[config.mk]
export PLATFORM = sky130hd
export DESIGN_NAME = mem_arbiter
export DESIGN_NICKNAME = d
export VERILOG_FILES = /design/src/rtl/mem_pkg.sv /design/src/rtl/mem_arbiter.sv
export SDC_FILE = /design/constraint.sdc
export NUM_CORES = 1
export LEC_CHECK = 0
export ABC_AREA = 0
export BUFFER_PORTS_ARGS = -buffer_cell sky130_fd_sc_hd__buf_2
export CAP_MARGIN = 10
export CORE_MARGIN = 5
export CORE_UTILIZATION = 38
export DETAILED_ROUTE_END_ITERATION = 8
export PLACE_DENSITY = 0.88
export SLEW_MARGIN = 20
export SYNTH_ARGS = -nofsm -noshare
export SYNTH_HDL_FRONTEND = slang
export SYNTH_SLANG_ARGS = --single-unit
[constraint.sdc]
create_clock -name i_clk -period 3 [get_ports i_clk]
set_clock_uncertainty 0.05 [all_clocks]
set_input_delay 0.15 -clock i_clk [delete_from_list [all_inputs] [get_ports i_clk]]
set_output_delay 0.15 -clock i_clk [all_outputs]
set_load 0.05 [all_outputs]
[src/rtl/mem_pkg.sv]
// Shared constants and FSM encoding for the video/font RAM arbiter.
package mem_pkg;

    localparam int         ADDR_WIDTH = 16;
    localparam int         DATA_WIDTH = 16;
    localparam logic [3:0] VGA_BASE   = 4'h0;

    typedef enum logic [1:0] {
        ST_IDLE  = 2'd0,
        ST_ISSUE = 2'd1,
        ST_RESP  = 2'd2,
        ST_ACK   = 2'd3
    } state_e;

endpackage

[src/rtl/mem_arbiter.sv]
// Two-master arbiter for the single-port video/font RAM: VGA fetches win via a
// one-cycle reservation, CPU single-word accesses fill the free cycles.
module mem_arbiter #(
    parameter int ADDR_WIDTH     = mem_pkg::ADDR_WIDTH,
    parameter int VGA_ADDR_WIDTH = 12,
    parameter logic [ADDR_WIDTH-VGA_ADDR_WIDTH-1:0] VGA_BASE = mem_pkg::VGA_BASE
) (
    input  logic                            i_clk,
    input  logic                            i_reset,
    input  logic                            i_vga_access,
    input  logic                            i_vga_cs,
    input  logic [VGA_ADDR_WIDTH-1:0]       i_vga_addr,
    output logic [mem_pkg::DATA_WIDTH-1:0]  o_vga_dat,
    input  logic                            i_cpu_cs,
    input  logic                            i_cpu_we,
    input  logic [ADDR_WIDTH-1:0]           i_cpu_addr,
    input  logic [mem_pkg::DATA_WIDTH-1:0]  i_cpu_dat,
    output logic [mem_pkg::DATA_WIDTH-1:0]  o_cpu_dat,
    output logic                            o_cpu_ack,
    output logic                            o_ram_cs,
    output logic                            o_ram_we,
    output logic [ADDR_WIDTH-1:0]           o_ram_addr,
    output logic [mem_pkg::DATA_WIDTH-1:0]  o_ram_dat,
    input  logic [mem_pkg::DATA_WIDTH-1:0]  i_ram_dat,
    output logic                            o_err
);

    import mem_pkg::*;

    state_e                  state_q, state_d;
    logic                    resv_q;
    logic                    err_q;
    logic [DATA_WIDTH-1:0]   cpu_dat_q, cpu_dat_d;
    logic                    vga_err;

    // A VGA read is only legal in a reserved cycle; ISSUE is never reserved.
    assign vga_err = i_vga_cs && (!resv_q || (state_q == ST_ISSUE));

    always_ff @(posedge i_clk) begin
        if (i_reset) begin
            state_q   <= ST_IDLE;
            resv_q    <= 1'b0;
            err_q     <= 1'b0;
            cpu_dat_q <= '0;
        end else begin
            state_q   <= state_d;
            resv_q    <= i_vga_access;
            err_q     <= err_q | vga_err;
            cpu_dat_q <= cpu_dat_d;
        end
    end

    always_comb begin
        state_d   = state_q;
        cpu_dat_d = cpu_dat_q;
        case (state_q)
            ST_IDLE: begin
                if (i_cpu_cs && !resv_q && !i_vga_access && !i_vga_cs)
                    state_d = ST_ISSUE;
            end
            // A VGA read stole the issue cycle: drop back and retry without ack.
            ST_ISSUE: state_d = vga_err ? ST_IDLE : ST_RESP;
            ST_RESP: begin
                state_d = ST_ACK;
                if (!i_cpu_we)
                    cpu_dat_d = i_ram_dat;
            end
            ST_ACK:   state_d = ST_IDLE;
            default:  state_d = ST_IDLE;
        endcase
    end

    always_comb begin
        o_ram_cs   = 1'b0;
        o_ram_we   = 1'b0;
        o_ram_addr = '0;
        o_ram_dat  = '0;
        if (i_vga_cs) begin
            o_ram_cs   = 1'b1;
            o_ram_addr = {VGA_BASE, i_vga_addr};
        end else if (state_q == ST_ISSUE) begin
            o_ram_cs   = 1'b1;
            o_ram_we   = i_cpu_we;
            o_ram_addr = i_cpu_addr;
            o_ram_dat  = i_cpu_dat;
        end
    end

    assign o_vga_dat = i_ram_dat;
    assign o_cpu_dat = cpu_dat_q;
    assign o_cpu_ack = (state_q == ST_ACK);
    assign o_err     = err_q;

endmodule

# Word level (Yosys, flattened, before mapping)
# Index checks and enable logic that the tools add are counted.
# totals
out_inout_bits	68
regBits	20
# classes
n_bitwise	2
muxes	11
eq_ne	4
n_reduce_logical	10
# ops
cell	n
$mux 16	4
$pmux 2 s4	1
$eq 2x2->1 const B	2
$logic_and 1x1->1	4
$mux 1	4
$mux 2	2
$logic_not 1->1	3
$eq 2x1->1 const B	1
$logic_not 2->1	1
$ne 2x2->1 const B	1
$reduce_and 2->1	1
$logic_or 1x1->1	1
$not 1->1	1
$or 1x1->1	1

# Logic depth before layout (Yosys ltp)
# Gate-level depths: netlist (run 1).
# logic_depth
depth_word	6
depth_mapped	4
ltp_nobuf	2

# Worst setup path before layout (run 1)
# Ideal clock, no wire load.
# synth_timing
path_kind	reg-to-output
startpoint	register state_q[0]
endpoint	output port o_ram_addr[12]
required_time_ns	2.800
arrival_ns	1.299
slack_ns	1.501
n_path_buf	1
path_stages_with_launch	4
path_cell_list	dfxtp_1 > nor3b_4 > clkbuf_2 > and2_1
# synth_via
elab_chain_len	3
# synth_rtl
item	line_no	rtl
start, declared	mem_arbiter.sv:30	state_e state_q, state_d;
start signal, assigned	mem_arbiter.sv:46	state_q <= state_d;
$eq 2x1->1	mem_arbiter.sv:81	end else if (state_q == ST_ISSUE) begin
$mux 16	mem_arbiter.sv:81	
$mux 16	mem_arbiter.sv:78	if (i_vga_cs) begin
end, declared	mem_arbiter.sv:22	output logic [ADDR_WIDTH-1:0] o_ram_addr,
# Every way passes these cells.

# Final worst setup path (run 1)
# layout_timing
startpoint	register state_q[0]
endpoint	output port o_ram_dat[13] (netlist name)
# layout_via
elab_chain_len	3
# layout_rtl
item	line_no	rtl
$eq 2x1->1	mem_arbiter.sv:81	
$mux 16	mem_arbiter.sv:81	
$mux 16	mem_arbiter.sv:78	
end, declared	mem_arbiter.sv:23	output logic [mem_pkg::DATA_WIDTH-1:0] o_ram_dat,
# Every way passes these cells.

==> key figures, run 1 <==
Floorplanning
  • Die Height: slightly below 70 um
  • Die Width: a little under 70 um
  • Die area: between 4000 and 5000 um2
  • Initial Util: 39.2%
  • Core box area: about 3300 um2
  • # IOs: between 100 and 150
  • Rows: 21

Drt
  • Drt total wl: 3700 um
  • Via count: approximately 1300
  • Starting DRC count in detailed routing: 20
  • Drt via density: 4.48
  • DRC: 0
  • First drt pass iteration count: 4
  • Avg WL per Cell: 12.4 um
  • Final ANT Viol Nets: 0

Clock network
  • Clock sinks: 20
  • CTS tree: yes
  • Worst-skew pair later-pin latency: 300 ps
  • Hold_buf cts: 0
  • Longest Clk Path Bufs: 2
  • Root Driver: clkbuf_4
  • H-tree depth: 1
  • Post-CTS Setup Repair Bufs: 0
  • Cts repair resizes: 0
  • TritonCTS buffer count: 3
  • Clock transition at path regs: 120 ps

Power and ir drop
  • Lkg Pwr: 1.01 nW
  • Psw: approximately 0.23 mW
  • Pwr dens: 372 nW/um2
  • Net Sw Frac: 32.2%
  • Reg power frac: 38.8%
  • Combinational Power Share: 30.2%
  • Clock power frac: 31.0%
  • Pwr Total: about 0.7 mW
  • Peak supply drop: approximately 0.3 mV
  • P_int: 0.476 mW

Logic synthesis
  • Synthesized flop and latch total: 20
  • Post-Synth Adder-Cell Area: 0%
  • Sequential fraction of the synthesis area: 30.9%
  • Synth Area in Compound Gates: 10.1%
  • Mux contribution to synthesized area: 12.4%
  • Simple-Gate Fraction of Synth Area: about a third
  • Post-Synth XOR/XNOR Area: 0%
  • Syn. warnings: 0
  • Distinct cell type count after synthesis: 22
  • Largest family of logic cells by synthesized area: simple AND/OR/NAND/NOR gates
  • Syn Nets: 207
  • Post-Synthesis Cells: 141
  • Post-Syn Area: about 1300 um2
  • Syn avg cell area: 9.19 um2

Timing
  • # setup viols final: 0
  • Worst hold margin: 27.7 ps
  • Slew margin rel.: 33.3%
  • Slew Viols, Final: 0
  • Max Fclk: 0.435 GHz
  • RSZ-0062 raised after global routing: no
  • Hold Vio Cnt, Final: 0
  • Min Tclk post-route: 2300 ps
  • Crit share post-route: 76.7%
  • Sum Neg Setup Slack: 0 ps
  • Worst Tran Pin Value: 1000 ps

Setup path
  • CP max-delay cell: nor3b_4
  • Critical path buffers and inverters: 1
  • CP peak stage delay: 830 ps
  • Critical path cell sequence: nor3b_4 -> and2_1 -> buf_2
  • Worst Setup End Kind: output port
  • Startpoint types: register
  • Crit-path max FO: 34
  • Crit path max-delay family: simple AND/OR/NAND/NOR gates
  • Critical path data arrival time: between 2000 and 2500 ps
  • Worst endpoint required time: 2800 ps
  • CP Class: reg -> out

Placed design
  • Final Wtd Congestion: roughly 0.7
  • Post-DP HPWL: 3170 um
  • PortBufs: between 100 and 150

Final layout
  • Area grow syn2layout: 45.8%
  • Ant diodes: 0
  • Most frequent cells in the layout: 133 x buf_2, 33 x nand2b_1, 22 x and2_1, 20 x dfxtp_1, 16 x mux2i_1
  • Commonest non-fill, non-tap cell in the layout: buf_2
  • Ratio of cells with drive above 1 in the final layout: 55.6%
  • Final net count: ~320

Global route
  • Total track usage: 13.8%
  • Largest net degree at the start of global routing: 37
  • Number of global-route vias before repair: 1192
  • First-pass GRT wire length: 4940 um
  • Initial antenna violation count: 0
  • Gr ovfl total: 0

Outcome
  • Outcome: completed

Flow run
  • Max-Cap Viols: 0

Hold path
  • Min-Delay Path Class: in -> reg
## routing by layer
metal	up-vias	part of all wire, %	GRT usage, %
met3	0	13	4.76
met5	-	0	0
met1	593	33	11.7
met4	0	0	3.72
met2	70	54	29.1
li1	671	-	-
## cells in the mapped netlist
library cell   n  share of area (%)
nand2b_1      33                 16
and2_1        22                 11
dfxtp_1       20                 31
buf_4         17                9.8
mux2i_1       16                 12
a22o_1        12                8.1
clkbuf_1       3               0.87
clkbuf_2       2               0.77
nor2_1         2               0.58
nor2b_1        2               0.97
a311oi_1       1               0.68
buf_1          1               0.29
buf_12         1                1.5
buf_2          1               0.39
buf_6          1               0.87
inv_1          1               0.29
nor3b_2        1               0.97
nor3b_4        1                1.4
nor4b_1        1               0.68
o21a_1         1               0.58
o21ba_2        1               0.77
or2b_1         1               0.58
## power groups by stage
stage / Clock (mW) / Sequential (mW) / Combinational, mW
after floorplan: 0 / 0.288 / 0.149
after global placement: 0 / 0.279 / 0.212
after detailed placement: 0 / 0.279 / 0.214
after CTS: 0.226 / 0.273 / 0.214
after global routing: 0.240 / 0.274 / 0.224
final: 0.218 / 0.273 / 0.212
## worst register-to-register path, cell delays in order (launching register included)
cell and delay, ps:
dfxtp_1 450, nor3b_4 870, mux2i_1 270
## state kept, by name, summed over array words and instances, names as in the netlist, named ones only
| name | cells |
|---|---|
| o_cpu_dat | 16 |
| o_err | 1 |
| resv_q | 1 |
| state_q | 1 |
## cells by family (layout without fill, tap and decap cells)
| group | Yosys count | after routing |
|---|---|---|
| compound gates | 15 | 15 |
| flops | 20 | 20 |
| simple gates | 63 | 63 |
| mux | 16 | 16 |
| buf+inv | 27 | 138 |
## stage by stage
stage / util (%) / cells / worst slack, ps / cell area [um2]
6_report: 57.1 / 298 / 699 / 1890
3_5_place_dp: 55.5 / 294 / 1010 / 1840
3_3_place_gp: 55.5 / 294 / 1080 / 1840
2_1_floorplan: - / 141 / 1500 / 1300
5_1_grt: 57.1 / 298 / 467 / 1890
4_1_cts: 57.1 / 298 / 648 / 1890
## final cells by class
class | instances | area [um2]
well taps | 46 | 57.6
multi-input cells | 94 | 709
inverters | 1 | 3.75
fillers | 324 | 1420
clock buffers | 3 | 22.5
clock inverters | 1 | 30.0
flip-flops and latches | 20 | 400
repair buffers | 133 | 666
## final timing paths
path	from	to	slack, ps	depth (start not counted)
hold reg to reg	resv_q	o_err	410	1
hold / removal	i_vga_access	resv_q	30	2
setup reg to reg	register	o_cpu_dat[6]	1290	2
setup / recovery	state_q[0]	o_ram_dat[13]	700	3
No activity file was read; power rests on OpenSTA's default activity.
==> run 2, diff against run 1 <==
--- a/config.mk
+++ b/config.mk
@@ -5,13 +5,13 @@
 export SDC_FILE = /design/constraint.sdc
 export NUM_CORES = 1
 export LEC_CHECK = 0
-export ABC_AREA = 0
+export ABC_AREA = 1
 export BUFFER_PORTS_ARGS = -buffer_cell sky130_fd_sc_hd__buf_2
 export CAP_MARGIN = 10
 export CORE_MARGIN = 5
-export CORE_UTILIZATION = 38
+export CORE_UTILIZATION = 32
 export DETAILED_ROUTE_END_ITERATION = 8
-export PLACE_DENSITY = 0.88
+export PLACE_DENSITY = 0.79
 export SLEW_MARGIN = 20
 export SYNTH_ARGS = -nofsm -noshare
 export SYNTH_HDL_FRONTEND = slang
==> constraint.sdc (replaced) <==
create_clock -name i_clk -period 1.9 [get_ports i_clk]
set_clock_uncertainty 0.05 [all_clocks]
set_input_delay 0.095 -clock i_clk [delete_from_list [all_inputs] [get_ports i_clk]]
set_output_delay 0.095 -clock i_clk [all_outputs]
set_load 0.05 [all_outputs]
==> key figures, run 2 <==
Timing
  • Min Tclk post-route: 1720 ps
  • Slew Viols, Final: 0
  • Sum Neg Setup Slack: 0 ps
  • RSZ-0062 raised after global routing: no
  • Slew margin rel.: 69.4%
  • Max Fclk: 0.583 GHz
  • Crit share post-route: 90.3%
  • Hold Vio Cnt, Final: 0
  • # setup viols final: 0
  • Worst Tran Pin Value: 456 ps

Setup path
  • Critical path data arrival time: roughly 1600 ps
  • R2r setup slk: 590 ps
  • R2R Path End: o_cpu_dat[4]
  • Worst endpoint required time: 1750 ps
  • Crit-path max FO: 17
  • Startpoint types: register
  • CP Class: reg -> out
  • Worst R2R Path Depth: 6
  • Worst Setup End Kind: output port
  • Critical R2R Launch: state_q[0]

Logic synthesis
  • Syn avg cell area: 5.74 um2
  • Most frequent cell after synthesis: nor2_1
  • Syn. warnings: 0
  • Post-synth top area cell: dfxtp_1
  • Post-Syn Area: 1280 um2
  • Sequential fraction of the synthesis area: 31.2%
  • Synthesized flop and latch total: 20
  • Distinct cell type count after synthesis: 15
  • Synth top cells by count: 55 x nor2_1, 54 x inv_1, 51 x nand2_1
  • Syn Nets: 290
  • Post-synth EDFFs: 0
  • Async set-or-reset flop fraction in the synthesized netlist: 0%
  • Top-area cell type share of the netlist area: 31.2%
  • Top cells by area, synth: dfxtp_1 31%, nor2_1 16%, inv_1 16%, nand2_1 15%, buf_4 11%
  • Post-Synthesis Cells: between 200 and 250
  • Main synth FF type: dfxtp_1

Drt
  • Drt via density: around 4.0
  • Via count: 1565
  • DRC: 0
  • Final ANT Viol Nets: 0
  • Starting DRC count in detailed routing: 46
  • First drt pass iteration count: 4
  • Drt total wl: 3870 um
  • Avg WL per Cell: about 10 um

Final layout
  • Commonest non-fill, non-tap cell in the layout: buf_2
  • Max reg flops: 16
  • Ant diodes: 0
  • Final net count: 406
  • Final instance area: 1900 um2
  • Area grow syn2layout: 48.1%
  • Ratio of cells with drive above 1 in the final layout: 41.7%
  • Most frequent cells in the layout: 133 x buf_2, 55 x nor2_1, 54 x inv_1, 51 x nand2_1, 20 x dfxtp_1

Placed design
  • Area post-placement: 1840 um2
  • PortBufs: ~130
  • Post-DP HPWL: around 3100 um
  • Final Wtd Congestion: 0.691

Clock network
  • Root Driver: clkbuf_8
  • Worst-skew pair later-pin latency: between 200 and 300 ps
  • Longest Clk Path Bufs: 2
  • Post-CTS Setup Repair Bufs: 0
  • CTS tree: yes
  • TritonCTS buffer count: 3
  • H-tree depth: 1
  • Clock sinks: 20
  • Clock transition at path regs: 70 ps
  • Hold_buf cts: 0

Floorplanning
  • Die area: 5380 um2
  • Die Width: 73.4 um
  • # IOs: between 100 and 150
  • Rows: 23
  • Initial Util: 32.6%
  • Die Height: 73.4 um
  • Core box area: approximately 3900 um2

Flow run
  • Max-Cap Viols: 0

Global route
  • Total track usage: 12.4%
  • GR Util met2: about 26%
  • Initial antenna violation count: 0
  • Largest net degree at the start of global routing: 35
  • Number of global-route vias before repair: roughly 1400
  • GR peak layer: met2
  • Grt met3 use: 1.50%
  • First-pass GRT wire length: 5440 um
  • Gr ovfl total: 0
  • Grt met1 use: about 13%

Hold path
  • Min-Delay Path Class: in -> reg
  • HP Start: i_vga_access
  • Hold depth: 3
  • Min-Delay Endpoint: resv_q

Power and ir drop
  • Pwr dens: roughly 550 nW/um2
  • Pwr Total: approximately 1.1 mW
  • Peak supply drop: 0.284 mV
  • Lkg Pwr: roughly 1.3 nW

Outcome
  • Outcome: completed
-- run 2: cell types whose count changed in the layout (fill, tap and decap cells not counted), sizes merged, moves of 2 or more --
cell / previous run / this run
nor2: 2 / 55
nor2b: 2 / 0
and2: 22 / 0
nand2b: 33 / 0
a21oi: 0 / 3
o21ai: 0 / 12
nor3b: 2 / 0
nand3: 0 / 4
a22o: 12 / 0
inv: 1 / 55
mux2i: 16 / 0
nand2: 0 / 51
-- run 2: logic make-up (layout without fill, tap and decap cells) --
kind of cell	Yosys count	after routing	share of synthesized area (%)
AOI/OAI and AO/OA	15	15	5.84
buffers and inverters	80	193	30.1
DFF	20	20	31.2
and+or+nand+nor	109	110	32.9
-- run 2: power breakdown --
group          total, mW  internal (mW)  switching, mW  leakage, nW
Combinational      0.354          0.100          0.254         1.16
Sequential         0.435          0.429        0.00612        0.162
Clock              0.264          0.141          0.123       0.0216
-- run 2: worst max path at each step --
stage | from | to | cells after the start
2_1_floorplan | register | o_ram_addr[0] | 3
3_3_place_gp | register | o_ram_addr[3] | 4
3_5_place_dp | register | o_ram_addr[0] | 4
4_1_cts | register | o_ram_addr[2] | 4
5_1_grt | register | o_ram_addr[14] | 4
6_report | register | o_ram_dat[13] | 4
-- run 2: what timing repair did --
action                                 4_1_cts  5_1_grt
setup endpoints to repair                   12        1
pin swaps                                    0        1
resized for setup                            1        0
endpoints found under the hold margin        0        0
cloned                                       0        1
-- run 2: through the flow --
step	instances	hold WS, ps	util [%]	worst slack [ps]
floorplan	224	114	-	134
global placement	384	264	46.8	263
detailed placement	384	266	46.8	183
CTS	387	0.333	48.0	165
global route	388	20.5	48.3	56.2
finish	388	6.38	48.3	183
-- run 2: worst max-delay path: stages, from the launching register on --
cell,delay (ps)
dfxtp_1,350
inv_1,190
nand3_2,330
nor2_1,180
buf_2,280
-- run 2: cell type report --
| class | instances | area [um2] |
|---|---|---|
| Fill cell | 428 | 2040 |
| Inverter | 56 | 210 |
| Tap cell | 50 | 62.6 |
| Multi-Input combinational cell | 125 | 515 |
| Sequential cell | 20 | 400 |
| Timing Repair Buffer | 134 | 673 |
| Clock buffer | 3 | 41.3 |
-- run 2: routing by layer --
layer | vias to the layer above | part of all wire [%]
met5 | - | 0
met4 | 0 | 0.83
met1 | 660 | 38
met2 | 58 | 51
li1 | 845 | -
met3 | 2 | 9.9
==> run 3, diff against run 2 <==
--- a/config.mk
+++ b/config.mk
@@ -8,6 +8,7 @@
 export ABC_AREA = 1
 export BUFFER_PORTS_ARGS = -buffer_cell sky130_fd_sc_hd__buf_2
 export CAP_MARGIN = 10
+export CORE_ASPECT_RATIO = 1.1
 export CORE_MARGIN = 5
 export CORE_UTILIZATION = 32
 export DETAILED_ROUTE_END_ITERATION = 8
==> key figures, run 3 (synthesis gave the netlist of run 2 again) <==
Setup path
  • Critical path cell sequence: inv_1 -> nand3_4 -> buf_4 -> o21ai_0 -> buf_2
  • CP Class: reg -> out
  • CP max-delay cell: dfxtp_1
  • Worst Setup End Kind: output port
  • Worst endpoint required time: approximately 1800 ps
  • Startpoint types: register
  • Crit-path max FO: 22
  • Critical path data arrival time: roughly 1600 ps
  • CP peak stage delay: around 340 ps

Clock network
  • Clock sinks: 20
  • Longest Clk Path Bufs: 2
  • Worst-skew pair later-pin latency: ~250 ps
  • H-tree depth: 1
  • Clock transition at path regs: 70 ps
  • Post-CTS Setup Repair Bufs: 0
  • CTS tree: yes
  • Root Driver: clkbuf_8
  • TritonCTS buffer count: 3

Timing
  • Min Tclk post-route: 1720 ps
  • Slew Viols, Final: 0
  • # setup viols final: 0
  • RSZ-0062 raised after global routing: no
  • Worst Tran Pin Value: between 400 and 500 ps
  • Sum Neg Setup Slack: 0 ps
  • Crit share post-route: 90.7%
  • Slew margin rel.: between 60% and 70%
  • Max Fclk: 0.580 GHz
  • Hold Vio Cnt, Final: 0

Drt
  • Final ANT Viol Nets: 0
  • First drt pass iteration count: 4
  • Via count: 1568
  • Starting DRC count in detailed routing: 46
  • DRC: 0
  • Drt via density: roughly 4.0
  • Drt total wl: 3940 um
  • Avg WL per Cell: 10.1 um

Power and ir drop
  • Reg power frac: between 30 and 40%
  • Net Sw Frac: around 36%
  • Peak supply drop: 0.318 mV
  • Clock power frac: 28.6%
  • Psw: between 0.3 and 0.4 mW
  • P_int: 0.716 mW
  • Pwr dens: 572 nW/um2
  • Combinational Power Share: 32.3%
  • Lkg Pwr: approximately 1.4 nW

Placed design
  • Post-DP HPWL: 3230 um
  • PortBufs: 133
  • Final Wtd Congestion: 0.813
  • Area post-placement: ~1900 um2
  • Placed cell count: 387

Floorplanning
  • Rows: 24
  • Die Width: 70.4 um
  • Die Height: 76.5 um
  • Initial Util: between 30% and 40%
  • # IOs: around 130
  • Die area: 5380 um2
  • Core box area: 3930 um2

Final layout
  • Ant diodes: 0
  • Final instance area: 1940 um2
  • Most frequent cells in the layout: 132 x buf_2, 55 x nor2_1, 54 x inv_1, 51 x nand2_1, 20 x dfxtp_1
  • Non-Filler Instances: 392
  • Commonest non-fill, non-tap cell in the layout: buf_2
  • Max reg flops: 16
  • Ratio of cells with drive above 1 in the final layout: 41.8%
  • Final core utilization: ~50%
  • Area grow syn2layout: 51.1%
  • Final net count: ~400

Global route
  • First-pass GRT wire length: 6270 um
  • Total track usage: 13.7%
  • Gr ovfl total: 0
  • Initial antenna violation count: 0
  • Largest net degree at the start of global routing: 23
  • Number of global-route vias before repair: about 1500

Outcome
  • Outcome: completed

Flow run
  • Max-Cap Viols: 0

Hold path
  • Min-Delay Path Class: in -> reg
run 3: changes by cell type in the layout (fill, tap and decap cells not counted):
cell	previous run	this run
buf_12	0	1
buf_2	133	132
clkbuf_4	0	1
clkbuf_8	3	4
dlygate4sd3_1	0	1
nand3_2	2	1
run 3: power groups by stage:
stage	Combinational [mW]	Clock (mW)	Sequential (mW)
detailed placement	0.358	0	0.443
CTS	0.360	0.340	0.433
global route	0.386	0.358	0.435
global placement	0.355	0	0.443
finish	0.359	0.317	0.434
floorplan	0.232	0	0.468
run 3: final cells by class:
cell class | instances | area [um2]
Sequential cell | 20 | 400
Multi-Input combinational cell | 124 | 505
Tap cell | 52 | 65.1
Fill cell | 429 | 1990
Clock buffer | 4 | 55.1
Timing Repair Buffer | 136 | 706
Inverter | 56 | 210
run 3: metal layers:
metal / global-route usage (%) / share of wire (%)
met5: 0 / 0
met4: 2.87 / 0.25
met3: 5.41 / 13
met2: 25.5 / 49
met1: 14.2 / 38
run 3: final timing paths:
check / from / end / slack (ps) / depth (start not counted)
max reg2reg: state_q[0] / o_cpu_dat[0] / 570 / 6
max: register / o_ram_addr[1] / 180 / 5
min reg2reg: o_err / o_err / 400 / 2
min: i_vga_access / resv_q / 20 / 3
run 3: worst max-delay path: cells and delay by family (launching register included):
family	cells	cell delay [ps]
buffers and inverters	3	670
DFF	1	340
and+or+nand+nor	1	160
AOI/OAI and AO/OA	1	150
run 3: metrics by stage:
stage / power (mW) / hold WS, ps / setup WS (ps)
after detailed placement: 0.801 / 269 / 377
after CTS: 1.13 / 6.81 / 89.0
after global routing: 1.18 / 25.5 / 8.06
after floorplan: 0.700 / 114 / 134
after global placement: 0.798 / 265 / 424
final: 1.11 / 17.9 / 177
run 3: what timing repair did:
action                                  4_1_cts  5_1_grt
hold endpoints to repair                      3        0
resized for setup                             0        2
endpoints found under the setup margin        0        3
hold buffers                                  1        0
